[src/rtl/mux_sel_scan_module_if.sv]
// Control and status bundle between a scan controller and the mux select generator.
// The master drives scan commands; the slave returns the select and its status flags.
interface mux_sel_scan_module_if #(
   parameter int SEL_W   = 2,
   parameter int DWELL_W = 4
);
   logic               start;
   logic               stop;
   logic               dir;
   logic               one_pass;
   logic [DWELL_W-1:0] dwell;
   logic               load_en;
   logic [SEL_W-1:0]   load_sel;
   logic [SEL_W-1:0]   sel;
   logic               sel_valid;
   logic               busy;
   logic               wrap;
   logic               done;

   modport master (
      output start, stop, dir, one_pass, dwell, load_en, load_sel,
      input  sel, sel_valid, busy, wrap, done
   );

   modport slave (
      input  start, stop, dir, one_pass, dwell, load_en, load_sel,
      output sel, sel_valid, busy, wrap, done
   );
endinterface

[src/rtl/mux_sel_scan_module.sv]
// Select generator for a 4:1 mux: steps sel up/down with a per-channel dwell and
// drops sel_valid for one settle cycle after every select change; all outputs registered.
module mux_sel_scan_module #(
   parameter int SEL_W   = 2,
   parameter int DWELL_W = 4
) (
   input  logic                  clk,
   input  logic                  rst,
   mux_sel_scan_module_if.slave  bus
);

   localparam logic [SEL_W-1:0]   SEL_ONE   = SEL_W'(1);
   localparam logic [SEL_W-1:0]   SEL_MAX   = {SEL_W{1'b1}};
   localparam logic [DWELL_W-1:0] DWELL_ONE = DWELL_W'(1);

   typedef enum logic [1:0] {
      SETTLE_I,
      IDLE,
      DWELL,
      SETTLE_R
   } state_t;

   state_t             state;
   logic [SEL_W-1:0]   sel_q;
   logic [SEL_W-1:0]   steps;
   logic [DWELL_W-1:0] dwell_r;
   logic [DWELL_W-1:0] cnt;
   logic               dir_r;
   logic               one_pass_r;
   logic               sel_valid_q;
   logic               busy_q;
   logic               wrap_q;
   logic               done_q;

   logic [SEL_W-1:0]   sel_next;
   logic               sel_wraps;
   logic               dwell_end;
   logic               last_chan;

   always_comb begin
      sel_next  = dir_r ? (sel_q - SEL_ONE) : (sel_q + SEL_ONE);
      sel_wraps = dir_r ? (sel_q == '0) : (sel_q == SEL_MAX);
      dwell_end = (cnt == (dwell_r - DWELL_ONE));
      // steps counts completed moves, so N-1 means the final channel is on the bus
      last_chan = one_pass_r && (steps == SEL_MAX);
   end

   always_ff @(posedge clk) begin
      if (rst) begin
         state       <= SETTLE_I;
         sel_q       <= '0;
         steps       <= '0;
         dwell_r     <= '0;
         cnt         <= '0;
         dir_r       <= 1'b0;
         one_pass_r  <= 1'b0;
         sel_valid_q <= 1'b0;
         busy_q      <= 1'b0;
         wrap_q      <= 1'b0;
         done_q      <= 1'b0;
      end else begin
         wrap_q <= 1'b0;
         done_q <= 1'b0;
         case (state)
            SETTLE_I: begin
               state       <= IDLE;
               sel_valid_q <= 1'b1;
               busy_q      <= 1'b0;
            end

            IDLE: begin
               if (bus.load_en) begin
                  // settle even when the value is unchanged so the consumer sees a uniform gap
                  sel_q       <= bus.load_sel;
                  state       <= SETTLE_I;
                  sel_valid_q <= 1'b0;
               end else if (bus.start && !bus.stop) begin
                  dwell_r     <= (bus.dwell == '0) ? DWELL_ONE : bus.dwell;
                  dir_r       <= bus.dir;
                  one_pass_r  <= bus.one_pass;
                  cnt         <= '0;
                  steps       <= '0;
                  state       <= DWELL;
                  busy_q      <= 1'b1;
                  sel_valid_q <= 1'b1;
               end
            end

            DWELL: begin
               if (bus.stop) begin
                  state       <= IDLE;
                  busy_q      <= 1'b0;
                  sel_valid_q <= 1'b1;
               end else if (dwell_end) begin
                  cnt <= '0;
                  if (last_chan) begin
                     state       <= IDLE;
                     busy_q      <= 1'b0;
                     sel_valid_q <= 1'b1;
                     done_q      <= 1'b1;
                  end else begin
                     sel_q       <= sel_next;
                     steps       <= steps + SEL_ONE;
                     wrap_q      <= sel_wraps;
                     state       <= SETTLE_R;
                     sel_valid_q <= 1'b0;
                  end
               end else begin
                  cnt <= cnt + DWELL_ONE;
               end
            end

            SETTLE_R: begin
               sel_valid_q <= 1'b1;
               if (bus.stop) begin
                  state  <= IDLE;
                  busy_q <= 1'b0;
               end else begin
                  state <= DWELL;
               end
            end

            default: begin
               state       <= SETTLE_I;
               sel_valid_q <= 1'b0;
               busy_q      <= 1'b0;
            end
         endcase
      end
   end

   assign bus.sel       = sel_q;
   assign bus.sel_valid = sel_valid_q;
   assign bus.busy      = busy_q;
   assign bus.wrap      = wrap_q;
   assign bus.done      = done_q;

endmodule
[src/flat_wrapper.sv]
// flat-port wrapper written by rule: the top's interface ports become plain ports
module mux_sel_scan_module_flat 
#(
   parameter int SEL_W   = 2,
   parameter int DWELL_W = 4
)
  (clk, rst, bus_start, bus_stop, bus_dir, bus_one_pass, bus_dwell, bus_load_en, bus_load_sel, bus_sel, bus_sel_valid, bus_busy, bus_wrap, bus_done);
  mux_sel_scan_module_if #(.SEL_W(SEL_W), .DWELL_W(DWELL_W)) bus_i ();
  input  logic clk;
  input  logic rst;
  input wire logic [$bits(bus_i.start)-1:0] bus_start;
  input wire logic [$bits(bus_i.stop)-1:0] bus_stop;
  input wire logic [$bits(bus_i.dir)-1:0] bus_dir;
  input wire logic [$bits(bus_i.one_pass)-1:0] bus_one_pass;
  input wire logic [$bits(bus_i.dwell)-1:0] bus_dwell;
  input wire logic [$bits(bus_i.load_en)-1:0] bus_load_en;
  input wire logic [$bits(bus_i.load_sel)-1:0] bus_load_sel;
  output wire logic [$bits(bus_i.sel)-1:0] bus_sel;
  output wire logic [$bits(bus_i.sel_valid)-1:0] bus_sel_valid;
  output wire logic [$bits(bus_i.busy)-1:0] bus_busy;
  output wire logic [$bits(bus_i.wrap)-1:0] bus_wrap;
  output wire logic [$bits(bus_i.done)-1:0] bus_done;
  assign bus_i.start = bus_start;
  assign bus_i.stop = bus_stop;
  assign bus_i.dir = bus_dir;
  assign bus_i.one_pass = bus_one_pass;
  assign bus_i.dwell = bus_dwell;
  assign bus_i.load_en = bus_load_en;
  assign bus_i.load_sel = bus_load_sel;
  assign bus_sel = bus_i.sel;
  assign bus_sel_valid = bus_i.sel_valid;
  assign bus_busy = bus_i.busy;
  assign bus_wrap = bus_i.wrap;
  assign bus_done = bus_i.done;
  mux_sel_scan_module #(.SEL_W(SEL_W), .DWELL_W(DWELL_W)) u_core (.clk(clk), .rst(rst), .bus(bus_i));
endmodule
[config.mk]
export PLATFORM = sky130hd
export DESIGN_NAME = mux_sel_scan_module_flat
export DESIGN_NICKNAME = d
export VERILOG_FILES = /design/src/rtl/mux_sel_scan_module_if.sv /design/src/rtl/mux_sel_scan_module.sv /design/src/flat_wrapper.sv
export SDC_FILE = /design/constraint.sdc
export NUM_CORES = 1
export LEC_CHECK = 0
export CAP_MARGIN = 20
export CORE_MARGIN = 2
export CORE_UTILIZATION = 40
export CTS_CLUSTER_SIZE = 16
export DETAILED_ROUTE_END_ITERATION = 8
export DONT_BUFFER_PORTS = 1
export PLACE_DENSITY = 0.59
export SETUP_SLACK_MARGIN = 0.4
export SYNTH_ARGS = -nofsm -noshare
export SYNTH_HDL_FRONTEND = slang
export SYNTH_SLANG_ARGS = --single-unit
[constraint.sdc]
create_clock -name clk -period 4.9 [get_ports clk]
set_input_delay 0.98 -clock clk [delete_from_list [all_inputs] [get_ports clk]]
set_output_delay 0.98 -clock clk [all_outputs]
set_load 0.005 [all_outputs]
==> results.json <==
{
  "status": "completed",
  "crit_path_top_delay_cell": "ha_1",
  "maxCapViolations": 0,
  "start_util_pct": 42.2,
  "worst_pin_slew_ns": 0.510,
  "final_util_pct": 43.9,
  "multiInputGateArea_sq_um": 734,
  "die_h_um": 58.1,
  "track_usage_pct": 16.6,
  "seq_area_frac_synth_pct": 34.2,
  "num_antenna_cells": 0,
  "port_buffers": 0,
  "setup_violations": 0,
  "gr-total-overflow": 0,
  "die_area_sq_um": 3380,
  "fmaxAchievable_mhz": 466,
  "numCtsBuffers": 3,
  "nets": 156,
  "crit_arrival_ns": 2.33,
  "rsz0062_at_grt": "false",
  "grt_pass1_vias": 987,
  "antenna_found_initial": 0,
  "p_leak_nw": 0.418,
  "fin_crit_sh_pct": 43.8,
  "endpoint_kind": "flop",
  "drt-total-wl_um": 2550,
  "grt_max_degree": 23,
  "syn2layout_area_growth_pct": 4.27,
  "ff2ff_path_depth": 6,
  "power.total_mw": 0.322,
  "place_congestion": 0.850,
  "via_count": 996,
  "yosysUniqueCellTypes": 43,
  "peakVddDrop_v": 0.000177,
  "synth_area_sq_um": 1170,
  "synthTopCellsByArea": "dfxtp_1 34%, ha_1 7.5%, nor2_1 5.4%",
  "row_count": 19,
  "avgRoutedWirePerCell_um": 15.5,
  "crit_family": "compound AO/OA/AOI/OAI gates",
  "syn-num-nets": 154,
  "hold_buffers": 0,
  "worst-path-buf-inv": 1,
  "start_kind": "flop",
  "cts_num_sinks": 20,
  "drive_gt1_share_pct": 7.46,
  "syn_inst": 134,
  "cts_resized": 0,
  "synth_edf_count": 0,
  "yosys.area.top_type": "dfxtp_1",
  "ys_warn_count": 0,
  "ff_latch_area_sq_um": 400,
  "die_w_um": 58.1,
  "core-area_sq_um": 2780,
  "power_density_nw_per_um2": 263,
  "final_hold_viol_count": 0,
  "critPathMaxStageDelay_ns": 0.43,
  "drcViolationCount": 0,
  "drt-vias-per-instance": 6.04,
  "relSlewSlack_pct": 65.9,
  "firstDrtPassIters": 4,
  "synth_flop_cell": "dfxtp_1",
  "cts_tree": "done",
  "synth_top_area_share_pct": 34.2,
  "post-cts-setup-buffers": 0,
  "fillers": 271,
  "path_depth": 6,
  "ys_ff_latch": 20,
  "cp_max_fo": 12,
  "critical_path.cell_chain": "inv_1, ha_1, nand2_1, a21oi_2, a41oi_1, a2111oi_1",
  "drtIter0Drc": 34,
  "hold_depth": 1,
  "async_reset_ff_share_pct": 0,
  "clk_latency_ns": 0.29,
  "whs_ns": 0.498,
  "ant_nets": 0,
  "fin_crit_ns": 2.15,
  "critPathRequiredTime_ns": 5.08,
  "syn_area_per_cell_sq_um": 8.75,
  "slew_violations": 0,
  "clockRootBuffer": "clkbuf_4",
  "ioPinCount": 19,
  "clockBufferDepth": 2,
  "fin_skew_ns": 0.00879,
  "hp-class": "reg2reg",
  "clk_pin_slew_worst_paths_ns": 0.12,
  "grt_pass1_wl_um": 4350,
  "h-tree-depth": 1,
  "hpwlAfterDp_um": 1940,
  "fin_tns_setup_ns": 0,
  "path_class": "reg2reg"
}
through the flow:
stage	area [sq um]	std cells	setup slack, ns
final	1220	165	2.75
after global routing	1220	165	2.61
after CTS	1220	165	2.79
after detailed placement	1200	162	2.59
after global placement	1200	162	2.63
after floorplan	1170	134	2.82
worst register-to-register path: cells and delay by family, from the launching register on:
family          cells  cell delay (ns)
buf+inv             1             0.12
simple gates        1             0.28
fa+ha+maj           1             0.43
flops               1             0.35
compound gates      3             0.85
routing by layer:
layer | part of all wire, % | track usage, % | vias to the layer above
li1 | - | - | 492
met1 | 48 | 20.5 | 471
met2 | 47 | 27.4 | 27
met3 | 3.7 | 4.46 | 6
met4 | 1.4 | 6.31 | 0
met5 | 0 | 0 | -
registers in the layout, summed over array words and instances (netlist names):
name                  flops
u_core.bus.busy           1
u_core.bus.done           1
u_core.bus.sel            2
u_core.bus.sel_valid      1
u_core.bus.wrap           1
u_core.cnt                4
u_core.dir_r              1
u_core.dwell_r            4
u_core.one_pass_r         1
u_core.state              2
u_core.steps              2
placed cells by master (no fill, tap or decap), types with 2 or more instances in the layout:
| cell | synthesis | final |
|---|---|---|
| nor4_1 | 2 | 2 |
| nor2b_1 | 2 | 2 |
| nor2_1 | 17 | 17 |
| dfxtp_1 | 20 | 20 |
| clkbuf_4 | 0 | 3 |
| nand3_1 | 5 | 5 |
| nand2b_1 | 3 | 3 |
| xnor2_1 | 6 | 6 |
| a21boi_0 | 2 | 2 |
| nand4_1 | 2 | 2 |
| inv_1 | 7 | 7 |
| nand3b_1 | 2 | 2 |
| ha_1 | 7 | 7 |
| mux2i_1 | 4 | 4 |
| a211oi_1 | 4 | 4 |
| a311oi_1 | 2 | 2 |
| o21ai_0 | 4 | 4 |
| a21oi_1 | 9 | 9 |
| xor2_1 | 2 | 2 |
| nor3_1 | 2 | 2 |
| nand2_1 | 7 | 7 |
cells by family after synthesis:
kind of cell / share of synthesized area [%]
buffers and inverters: 3.20
adders and majority gates: 7.47
muxes: 3.42
xor gates and xnor gates: 5.98
and+or+nand+nor: 22.3
AOI/OAI and AO/OA: 23.5
DFF: 34.2
cells in the mapped netlist, drive strengths merged (3+ instances only):
library cell  count
a211oi            5
a21oi            10
clkbuf            3
dfxtp            20
ha                7
inv               7
mux2i             4
nand2             7
nand2b            3
nand3             5
nor2             17
nor3              3
o21ai             4
xnor2             6
layout make-up:
class | count | area share (%)
well taps | 31 | 3.17
clock buffers | 3 | 1.84
flip-flops and latches | 20 | 32.8
multi-input cells | 104 | 60.1
inverters | 7 | 2.15
final timing paths:
kind / startpoint / slack [ns] / to
max: u_core.state[0] / 2.75 / u_core.cnt[3]
min: u_core.steps[0] / 0.50 / u_core.steps[0]
max reg2reg: u_core.state[0] / 2.75 / u_core.cnt[3]
min reg2reg: u_core.steps[0] / 0.50 / u_core.steps[0]
power by group:
group          internal [mW]  switching [mW]  leakage, nW
Clock                 0.0286          0.0486       0.0138
Sequential             0.171         0.00824        0.162
Combinational         0.0299          0.0356        0.242
No activity file was read; power rests on OpenSTA's default activity.
